===== src/rtl/program_loader.sv =====
// program_loader: streams LEN bytes from a ready/valid byte source into RAM
// over the shared main bus. The CPU is held while a run is in progress. Each
// byte takes three cycles: handshake (WAIT), MAR load (ADDR), RAM write (DATA).
module program_loader #(
  parameter int LEN     = 16,
  parameter int ADDR_W  = 4,
  parameter int TIMEOUT = 1000000
) (
  input  logic              clk,
  input  logic              rst,
  input  logic              start,
  input  logic              rx_valid,
  input  logic [7:0]        rx_data,
  output logic              rx_ready,
  output logic [7:0]        bus_out,
  output logic              bus_oe,
  output logic              MI,
  output logic              RI,
  output logic              cpu_hold,
  output logic              busy,
  output logic              done,
  output logic              error,
  output logic [ADDR_W-1:0] addr
);

  typedef enum logic [2:0] {IDLE, WAIT, ADDR, DATA, FIN, ERR} state_t;

  state_t      state, next;
  logic [7:0]  byte_q;
  logic [31:0] timer;
  logic        tmo_hit;
  logic        last;

  // A zero TIMEOUT disables the idle watchdog.
  assign tmo_hit = (TIMEOUT > 0) && (timer == 32'(TIMEOUT - 1));
  assign last    = (addr == ADDR_W'(LEN - 1));

  // State register plus the address, timer, byte latch and sticky flags.
  always_ff @(posedge clk) begin
    if (rst) begin
      state  <= IDLE;
      addr   <= '0;
      timer  <= '0;
      byte_q <= '0;
      done   <= 1'b0;
      error  <= 1'b0;
    end else begin
      state <= next;
      case (state)
        IDLE: if (start) begin
          addr  <= '0;
          timer <= '0;
          done  <= 1'b0;
          error <= 1'b0;
        end
        WAIT: if (rx_valid) begin
          byte_q <= rx_data;
          timer  <= '0;
        end else begin
          timer  <= timer + 32'd1;
        end
        DATA: if (!last) addr <= addr + ADDR_W'(1);
        FIN:  done  <= 1'b1;
        ERR:  error <= 1'b1;
        default: ;
      endcase
    end
  end

  // Next-state and Moore output decode; outputs depend on state only.
  always_comb begin
    next     = state;
    rx_ready = 1'b0;
    bus_out  = 8'h00;
    bus_oe   = 1'b0;
    MI       = 1'b0;
    RI       = 1'b0;
    cpu_hold = 1'b0;
    busy     = 1'b0;
    case (state)
      IDLE: if (start) next = WAIT;
      WAIT: begin
        rx_ready = 1'b1;
        cpu_hold = 1'b1;
        busy     = 1'b1;
        if (rx_valid)     next = ADDR;
        else if (tmo_hit) next = ERR;
      end
      ADDR: begin
        bus_oe   = 1'b1;
        bus_out  = 8'(addr);
        MI       = 1'b1;
        cpu_hold = 1'b1;
        busy     = 1'b1;
        next     = DATA;
      end
      DATA: begin
        bus_oe   = 1'b1;
        bus_out  = byte_q;
        RI       = 1'b1;
        cpu_hold = 1'b1;
        busy     = 1'b1;
        next     = last ? FIN : WAIT;
      end
      FIN: begin
        cpu_hold = 1'b1;
        busy     = 1'b1;
        next     = IDLE;
      end
      ERR: begin
        cpu_hold = 1'b1;
        busy     = 1'b1;
        next     = IDLE;
      end
      default: next = IDLE;
    endcase
  end

endmodule


===== config.mk =====
export PLATFORM = sky130hd
export DESIGN_NAME = program_loader
export DESIGN_NICKNAME = d
export VERILOG_FILES = /design/src/rtl/program_loader.sv
export SDC_FILE = /design/constraint.sdc
export NUM_CORES = 1
export LEC_CHECK = 0
export CAP_MARGIN = 0
export CELL_PAD_IN_SITES_DETAIL_PLACEMENT = 1
export CELL_PAD_IN_SITES_GLOBAL_PLACEMENT = 1
export CORE_MARGIN = 2
export CORE_UTILIZATION = 43
export CTS_BUF_LIST = sky130_fd_sc_hd__clkbuf_2
export DETAILED_ROUTE_END_ITERATION = 8
export PLACE_DENSITY_LB_ADDON = 0.1
export SETUP_SLACK_MARGIN = 0.5
export SYNTH_ARGS = -nofsm -noshare
export SYNTH_HDL_FRONTEND = slang
export SYNTH_SLANG_ARGS = --single-unit

===== constraint.sdc =====
create_clock -name clk -period 2.25 [get_ports clk]
set_clock_uncertainty 0.15 [all_clocks]
set_input_delay 0.45 -clock clk [delete_from_list [all_inputs] [get_ports clk]]
set_output_delay 0.45 -clock clk [all_outputs]
set_load 0.005 [all_outputs]

==> metrics.txt, run 1 <==
outcome=aborted with a tool error; Stop stage=5_1_grt; Err=[ERROR DPL-0033] detailed placement checks failed during check placement.; post-synth top area share=0.375; Synth Area per Inst=7.92 um2; Mapped Cells=330; Worst EP kind=sequential cell input; Main synth FF type=dfxtp_1; initial antenna violation count=2; dpl ws=-158 ps; DP Area=0.00329 mm2; yosys warns=0; Die Y-Extent=82.0 um; H-tree lvl count=2; Synth top cells by count=dfxtp_1, nand2_1, nor2_1, a21oi_1, o21ai_0; ys async rst share=0; Num Clock Sinks=49; Synth area leaders=dfxtp_1, nand2_1, a21oi_1, nor2_1, nand4_1; Starting Density=0.444; register area share after synthesis=0.375; largest net degree at the start of global routing=17; root buffer cell=clkbuf_2; Post-DP HPWL=6300 um; dominant cell type by area after synthesis=dfxtp_1; row count=28; Worst Endpoint after GRT Repair=timer[26]$_SDFFE_PP0P_/D; post-synth net total=344; Synth Register Bits=49; synthesized area=0.00262 mm2; CTS Hold Bufs=0; Chip Width=82.0 um; number of synthesized flops with an enable pin=0; CTS buffer count=5; RePlAce Congestion=0.905; CTS Buffer Depth=2; Distinct cells, synth=57; Buffers on Ports=31; Ports=32; count leader, synth=dfxtp_1
==> metrics by stage <==
step / hold slack, ps / cells
2_1_floorplan: 282 / 330
3_3_place_gp: 288 / 455
3_5_place_dp: 296 / 455
4_1_cts: 328 / 502
==> logic make-up after synthesis <==
logic type | share of synthesized area
buf+inv | 0.0507
mux | 0.0191
simple gates | 0.329
fa+ha+maj | 0.00957
flops | 0.375
xor+xnor | 0.0268
compound gates | 0.190
==> timing repair <==
| action | CTS |
|---|---|
| endpoints found under the hold margin | 0 |
| buffers inserted | 38 |
| cloned | 1 |
| resized for setup | 155 |
| pin swaps | 35 |
| endpoints found under the setup margin | 54 |
==> run 2, diff against run 1 <==
==> config.mk (replaced) <==
export PLATFORM = sky130hd
export DESIGN_NAME = program_loader
export DESIGN_NICKNAME = d
export VERILOG_FILES = /design/src/rtl/program_loader.sv
export SDC_FILE = /design/constraint.sdc
export NUM_CORES = 1
export LEC_CHECK = 0
export CAP_MARGIN = 0
export CORE_MARGIN = 2
export CORE_UTILIZATION = 40
export DETAILED_ROUTE_END_ITERATION = 8
export PLACE_DENSITY_LB_ADDON = 0.15
export SYNTH_ARGS = -nofsm -noshare
export SYNTH_HDL_FRONTEND = slang
export SYNTH_SLANG_ARGS = --single-unit
==> run 2 against run 1 <==
  * The flow now finishes without violations
  * Synthesized cell count stayed put
  * Synthesized area did not move
==> metrics.txt, run 2 <==
yosys warns=0; Total Power=1.74 mW; final instance area=0.00342 mm2; met2 WL post-DR=3060 um; Final Max Slew Viols=0; post-route setup slack=56.1 ps; Congestion Overflow GR=0; Pwr Density=511 mW/mm2; post-synth net total=344; maximum vdd ir drop=330 uV; fraction of layout cells with a size suffix above 1=0.174; count leader, synth=dfxtp_1; Num Clock Sinks=49; Leakage=1.34 nW; wire length of the first global-routing pass=11400 um; crit path capture type=output port; initial antenna violation count=0; number of synthesized flops with an enable pin=0; CP Launch Type=flip-flop; Slew HR=0.629; Tmin final=2190 ps; Starting Density=0.412; biggest regs=timer x32, byte_q x8, addr x4; met1 wire length=3520 um; row count=29; CP top delay family=buffers and inverters; antenna-violating nets left=0; Post-DP HPWL=5110 um; max reg flops=32; Synth Area per Inst=7.92 um2; max-cap viol count=0; worst path arrival time=1590 ps; most frequent cells in the layout=nand2_1, dfxtp_1, buf_4; initial DRC count=152; Setup CP Type=flip-flop to output port; largest net degree at the start of global routing=18; CTS tree=done; Top reg by flops=timer; Ports=32; Final Net Count=404; H-tree lvl count=2; diode count=0; Distinct cells, synth=57; met3 wire len=308 um; root buffer cell=clkbuf_8; Max Freq=0.456 GHz; dominant cell type by area after synthesis=dfxtp_1; Die ar.=0.00720 mm2; clk slew on worst S/H paths=100 ps; TNS Setup=0 ps; Buf+Inv Stages, Crit Path=2; first-pass detailed-route iteration total=4; GRT Overall Usage=0.195; Layout area overhead=30.6%; dpl ws=-134 ps; Vias=2622; outcome=complete, no violations; Final setup viols=0; vias per inst=5.60; final hold viol count=0; Chip Width=84.9 um; synthesized area=0.00262 mm2; Worst path max stage delay=530 ps; CTS Buffer Depth=2; Hold Crit Class=flip-flop to flip-flop; drt total wl=6950 um; Top Layer Used=met4; post-synth top area share=0.375; Synth Register Bits=49; worst path cell trace=buf_4, nor3b_4, clkdlybuf4s50_1; Worst EP required=1650 ps; RePlAce Congestion=0.876; Core ar.=0.00635 mm2; vias in the first global route=2347; Skew-Pair Late Insertion Delay=310 ps; CP max stage cell=clkdlybuf4s50_1; Synth area leaders=dfxtp_1, nand2_1, a21oi_1, nor2_1, nand4_1; Mapped Cells=330; Wirelength per Cell=14.8 um; Buffers on Ports=31; worst slew pin tran=554 ps; register area share after synthesis=0.375; Main synth FF type=dfxtp_1; fin crit share=0.975; Synth top cells by count=dfxtp_1, nand2_1, nor2_1, a21oi_1, o21ai_0; RSZ-0062 raised after global routing=false; ys async rst share=0; DRC errors left=0; CTS buffer count=5; Die Y-Extent=84.9 um; DP Area=0.00323 mm2; Worst Path Max Fanout=7
[run 2: cell counts after synthesis]
Identical to the previous run, type by type.
[run 2: worst paths after layout]
kind / startpoint / endpoint / slack [ps] / cells past startpoint
max: state[2] / rx_ready / 60 / 3
min: byte_q[4] / byte_q[4] / 310 / 2
max reg2reg: timer[8] / timer[29] / 220 / 5
min reg2reg: byte_q[4] / byte_q[4] / 310 / 2
[run 2: through the flow]
step / std cells / hold WS (ps) / utilization
after floorplan: 330 / 282 / -
after global placement: 457 / 289 / 0.508
after detailed placement: 457 / 295 / 0.508
after CTS: 466 / 310 / 0.530
after global routing: 468 / 333 / 0.538
final: 468 / 305 / 0.538
[run 2: report_power, final]
group	total, mW	internal [mW]	leakage (nW)	switching, mW
clock network	0.648	0.333	0.0543	0.315
logic	0.208	0.104	0.887	0.104
registers	0.888	0.876	0.398	0.0122
total	1.74	1.31	1.34	0.432
[run 2: what timing repair did]
item                       CTS  global route
hold buffers                 0             0
buffers inserted             1             2
resized for setup            7            12
pin swaps                    0             1
setup endpoints to repair   14            12
[run 2: final cells by class]
type | count | area, um2
clock buffer | 5 | 68.8
clock inverter | 3 | 46.3
fill | 591 | 2930
inverter | 9 | 33.8
multi-input combinational | 254 | 1520
sequential | 49 | 992
tap | 77 | 96.3
timing repair buffer | 71 | 654
[run 2: metal layers]
layer / global-route usage / vias up
li1: - / 1325
met1: 0.288 / 1234
met2: 0.296 / 59
met3: 0.0379 / 4
met4: 0.0433 / 0
met5: 0 / -
[run 2: logic make-up (layout without fill, tap and decap cells)]
kind of cell | count (synthesis) | after routing | share of synthesized area
AO/OA/AOI/OAI | 81 | 81 | 0.190
XOR/XNOR | 8 | 8 | 0.0268
adder cells (fa/ha/maj) | 2 | 2 | 0.00957
AND/OR/NAND/NOR | 158 | 158 | 0.329
multiplexers | 5 | 5 | 0.0191
flip-flops | 49 | 49 | 0.375
buffers and inverters | 27 | 88 | 0.0507
[run 2: worst min-delay path, delay by kind of cell (launching register included)]
kind               cells  cell delay [ps]
DFF                    1              320
AOI/OAI and AO/OA      1               50
and+or+nand+nor        1               50
(Power assumes the default switching activity.)
==> run 3, diff against run 2 <==
--- a/config.mk
+++ b/config.mk
@@ -5,10 +5,11 @@
 export SDC_FILE = /design/constraint.sdc
 export NUM_CORES = 1
 export LEC_CHECK = 0
-export CAP_MARGIN = 0
 export CORE_MARGIN = 2
 export CORE_UTILIZATION = 40
+export CTS_CLUSTER_DIAMETER = 40
 export DETAILED_ROUTE_END_ITERATION = 8
+export MAX_ROUTING_LAYER = met4
 export PLACE_DENSITY_LB_ADDON = 0.15
 export SYNTH_ARGS = -nofsm -noshare
 export SYNTH_HDL_FRONTEND = slang
==> run 3 against run 2 <==
  * Clock-buffer cell count did not move
  * Largest power group unchanged
  * Maximum frequency barely moved
  * Utilization fell by 0.12 points
  * Via count fell by 0.61%
  * Cell area fell by 0.22%
  * Combinational power barely moved
  * Largest cell class unchanged
==> metrics.txt, run 3 (synthesized netlist as in run 2, its figures left out) <==
Vias=2606; Slew HR=0.629; Buffers on Ports=31; Post-Layout Cell Count=467; Setup CP Type=flip-flop to output port; vias in the first global route=2349; dpl ws=-134 ps; Core ar.=0.00635 mm2; Fillers=591; CTS tree=done; Die Y-Extent=84.9 um; worst slew pin tran=554 ps; Wirelength per Cell=14.8 um; wire length of the first global-routing pass=11400 um; H-tree lvl count=2; DRC errors left=0; CTS Buffer Depth=2; clk slew on worst S/H paths=100 ps; Max Freq=0.456 GHz; Buf+Inv Stages, Crit Path=2; Final setup viols=0; antenna-violating nets left=0; CP Launch Type=flip-flop; Congestion Overflow GR=0; Leakage=1.33 nW; Hold Crit Class=flip-flop to flip-flop; Worst EP required=1650 ps; Top reg by flops=timer; max reg flops=32; most frequent cells in the layout=nand2_1, dfxtp_1, buf_4; biggest regs=timer x32, byte_q x8, addr x4; final hold viol count=0; Skew-Pair Late Insertion Delay=310 ps; fraction of layout cells with a size suffix above 1=0.172; outcome=complete, no violations; root buffer cell=clkbuf_8; Pwr Density=511 mW/mm2; Worst Path Max Fanout=8; Ports=32; Post-DP HPWL=5110 um; fin crit share=0.975; initial antenna violation count=0; max-cap viol count=0; CP top delay family=buffers and inverters; vias per inst=5.58; worst path cell trace=buf_4, nor3b_4, clkdlybuf4s50_1; Die ar.=0.00720 mm2; post-route setup slack=55.4 ps; drt total wl=6910 um; initial DRC count=170; CTS Hold Bufs=0; Post-Route Utilization=0.537; row count=29; Layout area overhead=30.3%; CTS buffer count=5; diode count=0; Fin Hold WS=305 ps; maximum vdd ir drop=329 uV; Num Clock Sinks=49; Starting Density=0.412; CP max stage cell=clkdlybuf4s50_1; area of the multi-input gates=0.00152 mm2; largest net degree at the start of global routing=18; Tmin final=2190 ps; worst path arrival time=1590 ps; Seq. cell area=992 um2; Final Net Count=403; RePlAce Congestion=0.890; Chip Width=84.9 um; Worst path max stage delay=530 ps; GRT Overall Usage=0.201; crit path capture type=output port; first-pass detailed-route iteration total=4; Final Max Slew Viols=0; DP Cell Count=457
run 3: cell types whose count changed in the layout (fill, tap and decap cells not counted), sizes merged:
cell  change
buf       -1
run 3: cell type report:
cell class / count / area share
Inverter: 9 / 0.00991
Timing Repair Buffer: 70 / 0.190
Multi-Input combinational cell: 254 / 0.447
Clock inverter: 3 / 0.0136
Tap cell: 77 / 0.0283
Clock buffer: 5 / 0.0202
Sequential cell: 49 / 0.291
run 3: through the flow:
stage	setup TNS [ps]	area, um2	total power, mW
global route	-1.24	3410	1.82
CTS	0	3360	1.76
detailed placement	-187	3230	1.11
floorplan	0	2620	1.01
global placement	-178	3230	1.11
finish	0	3410	1.74
run 3: what timing repair did:
item | CTS | global route
pin swaps | 0 | 1
setup endpoints to repair | 14 | 12
buffers inserted | 1 | 1
gates resized for setup | 7 | 12
run 3: power by group:
part	switching, mW	total [mW]	internal, mW
Sequential	0.0125	0.889	0.876
Combinational	0.103	0.206	0.102
Clock	0.314	0.647	0.333
run 3: routing by layer:
| layer | global-route usage | routed length [um] |
|---|---|---|
| met1 | 0.286 | 3490 |
| met5 | - | 0 |
| met2 | 0.297 | 3050 |
| met3 | 0.0379 | 312 |
| met4 | 0.0433 | 57 |
run 3: worst paths after layout:
check / startpoint / to / slack, ps / depth (start not counted)
min reg2reg: byte_q[4] / byte_q[4] / 310 / 2
min: byte_q[4] / byte_q[4] / 310 / 2
max: state[1] / rx_ready / 60 / 3
max reg2reg: timer[0] / timer[20] / 220 / 8
run 3: worst register-to-register path: stages, from the launching register on:
cell and delay [ps]:
dfxtp_1 410, ha_1 240, nand4_2 160, buf_4 190
nor4_2 240, buf_4 200, a31oi_1 90, o21ai_0 160
o31ai_1 90
==> run 4, diff against run 3 <==
--- a/config.mk
+++ b/config.mk
@@ -5,12 +5,14 @@
 export SDC_FILE = /design/constraint.sdc
 export NUM_CORES = 1
 export LEC_CHECK = 0
+export CAP_MARGIN = 20
 export CORE_MARGIN = 2
 export CORE_UTILIZATION = 40
 export CTS_CLUSTER_DIAMETER = 40
 export DETAILED_ROUTE_END_ITERATION = 8
 export MAX_ROUTING_LAYER = met4
 export PLACE_DENSITY_LB_ADDON = 0.15
+export SETUP_SLACK_MARGIN = 0.4
 export SYNTH_ARGS = -nofsm -noshare
 export SYNTH_HDL_FRONTEND = slang
 export SYNTH_SLANG_ARGS = --single-unit
==> run 4 against run 3 <==
  * Non-clock buffer count up 32
  * Clock power up 2%
  * Sequential share of layout area down 2.9 points
==> metrics.txt, run 4 (synthesized netlist as in run 2, its figures left out) <==
maximum vdd ir drop=373 uV; Layout area overhead=50.1%; Wirelength per Cell=15.5 um; GRT Overall Usage=0.220; Worst path max stage delay=380 ps; Leakage=1.58 nW; Hold Crit Class=flip-flop to flip-flop; final hold viol count=0; Post-Layout Cell Count=499; wire length of the first global-routing pass=12500 um; Slew HR=0.706; Core ar.=0.00635 mm2; diode count=0; dpl ws=-179 ps; end of the critical path=bus_out[4]; Congestion Overflow GR=0; Starting Density=0.412; H-tree lvl count=2; Max Freq=0.509 GHz; antenna-violating nets left=0; Final Max Slew Viols=0; Buffers on Ports=31; CP max stage cell=dfxtp_4; CP Launch Type=flip-flop; worst path arrival time=1360 ps; worst r2r src=state[2]; Ports=32; max reg flops=32; initial antenna violation count=0; DRC errors left=0; most frequent cells in the layout=buf_4, nand2_1, dfxtp_1; Tmin final=1960 ps; largest net degree at the start of global routing=16; Worst Path Max Fanout=4; Worst Setup SP=state[2]; post-route setup slack=285 ps; worst path cell trace=and3b_2, buf_6, buf_6, and2_4, buf_6; most common cell after layout, fill and taps aside=buf_4; Top reg by flops=timer; row count=29; Worst EP required=1650 ps; Total Power=1.81 mW; RSZ-0062 raised after global routing=true; root buffer cell=clkbuf_8; CTS tree=done; worst slew pin tran=437 ps; initial DRC count=160; CTS Buffer Depth=2; Pwr Density=461 mW/mm2; Final Net Count=435; fin crit share=0.873; first-pass detailed-route iteration total=5; Chip Width=84.9 um; drt total wl=7720 um; crit path capture type=output port; vias per inst=5.56; Die ar.=0.00720 mm2; RePlAce Congestion=0.924; CTS buffer count=5; max-cap viol count=0; Setup CP Type=flip-flop to output port; DP Cell Count=461; Post-DP HPWL=5070 um; hold depth=2; outcome=complete, no violations; vias in the first global route=2497; biggest regs=timer x32, byte_q x8, addr x4; Die Y-Extent=84.9 um; most used cell, CP=buf_6; capture point of the worst reg-to-reg path=timer[9]; fraction of layout cells with a size suffix above 1=0.377; Final setup viols=0; CTS Hold Bufs=0; Num Clock Sinks=49; clk slew on worst S/H paths=90 ps; R2R cell count=7; R2R Setup Slk=340 ps; Vias=2774; Skew-Pair Late Insertion Delay=300 ps
run 4: per-stage QoR:
stage	hold WS (ps)	area, um2	setup TNS [ps]	util
final	310	3930	0	0.618
after global routing	331	3930	0	0.618
after CTS	307	3690	0	0.581
after detailed placement	292	3250	-427	0.512
after global placement	288	3250	-456	0.512
after floorplan	282	2620	0	-
run 4: report_power, final:
| part | total (mW) | switching [mW] | leakage (nW) | internal (mW) |
|---|---|---|---|---|
| clock network | 0.660 | 0.298 | 0.0574 | 0.362 |
| registers | 0.883 | 0.0118 | 0.409 | 0.871 |
| logic | 0.268 | 0.129 | 1.11 | 0.139 |
run 4: how the worst min path moves through the flow:
stage / start / end / slack (ps)
6_report: byte_q[7] / byte_q[7] / 310
2_1_floorplan: byte_q[4] / byte_q[4] / 280
4_1_cts: byte_q[4] / byte_q[4] / 310
5_1_grt: byte_q[4] / byte_q[4] / 330
3_5_place_dp: byte_q[5] / byte_q[5] / 290
3_3_place_gp: byte_q[6] / byte_q[6] / 290
run 4: critical path, delay by kind of cell, from the launching register on:
kind	cells	cell delay, ps
buffers and inverters	3	340
DFF	1	380
and+or+nand+nor	2	350
run 4: timing repair:
| item | CTS | global route |
|---|---|---|
| cloned | 1 | 0 |
| endpoints found under the setup margin | 49 | 45 |
| pin swaps | 17 | 22 |
| resized for setup | 116 | 47 |
| buffers inserted | 16 | 13 |
run 4: layout make-up:
class,instances,area (um2)
fillers,547,2420
multi-input cells,254,1740
flip-flops and latches,49,1030
repair buffers,102,910
well taps,77,96.3
clock buffers,6,82.6
clock inverters,2,37.5
inverters,9,33.8
run 4: layer usage:
| layer | vias up | global-route usage | wire length [um] |
|---|---|---|---|
| li1 | 1390 | - | - |
| met1 | 1307 | 0.318 | 3660 |
| met2 | 71 | 0.326 | 3630 |
| met3 | 6 | 0.0350 | 372 |
| met4 | 0 | 0.0462 | 58 |
| met5 | - | - | 0 |
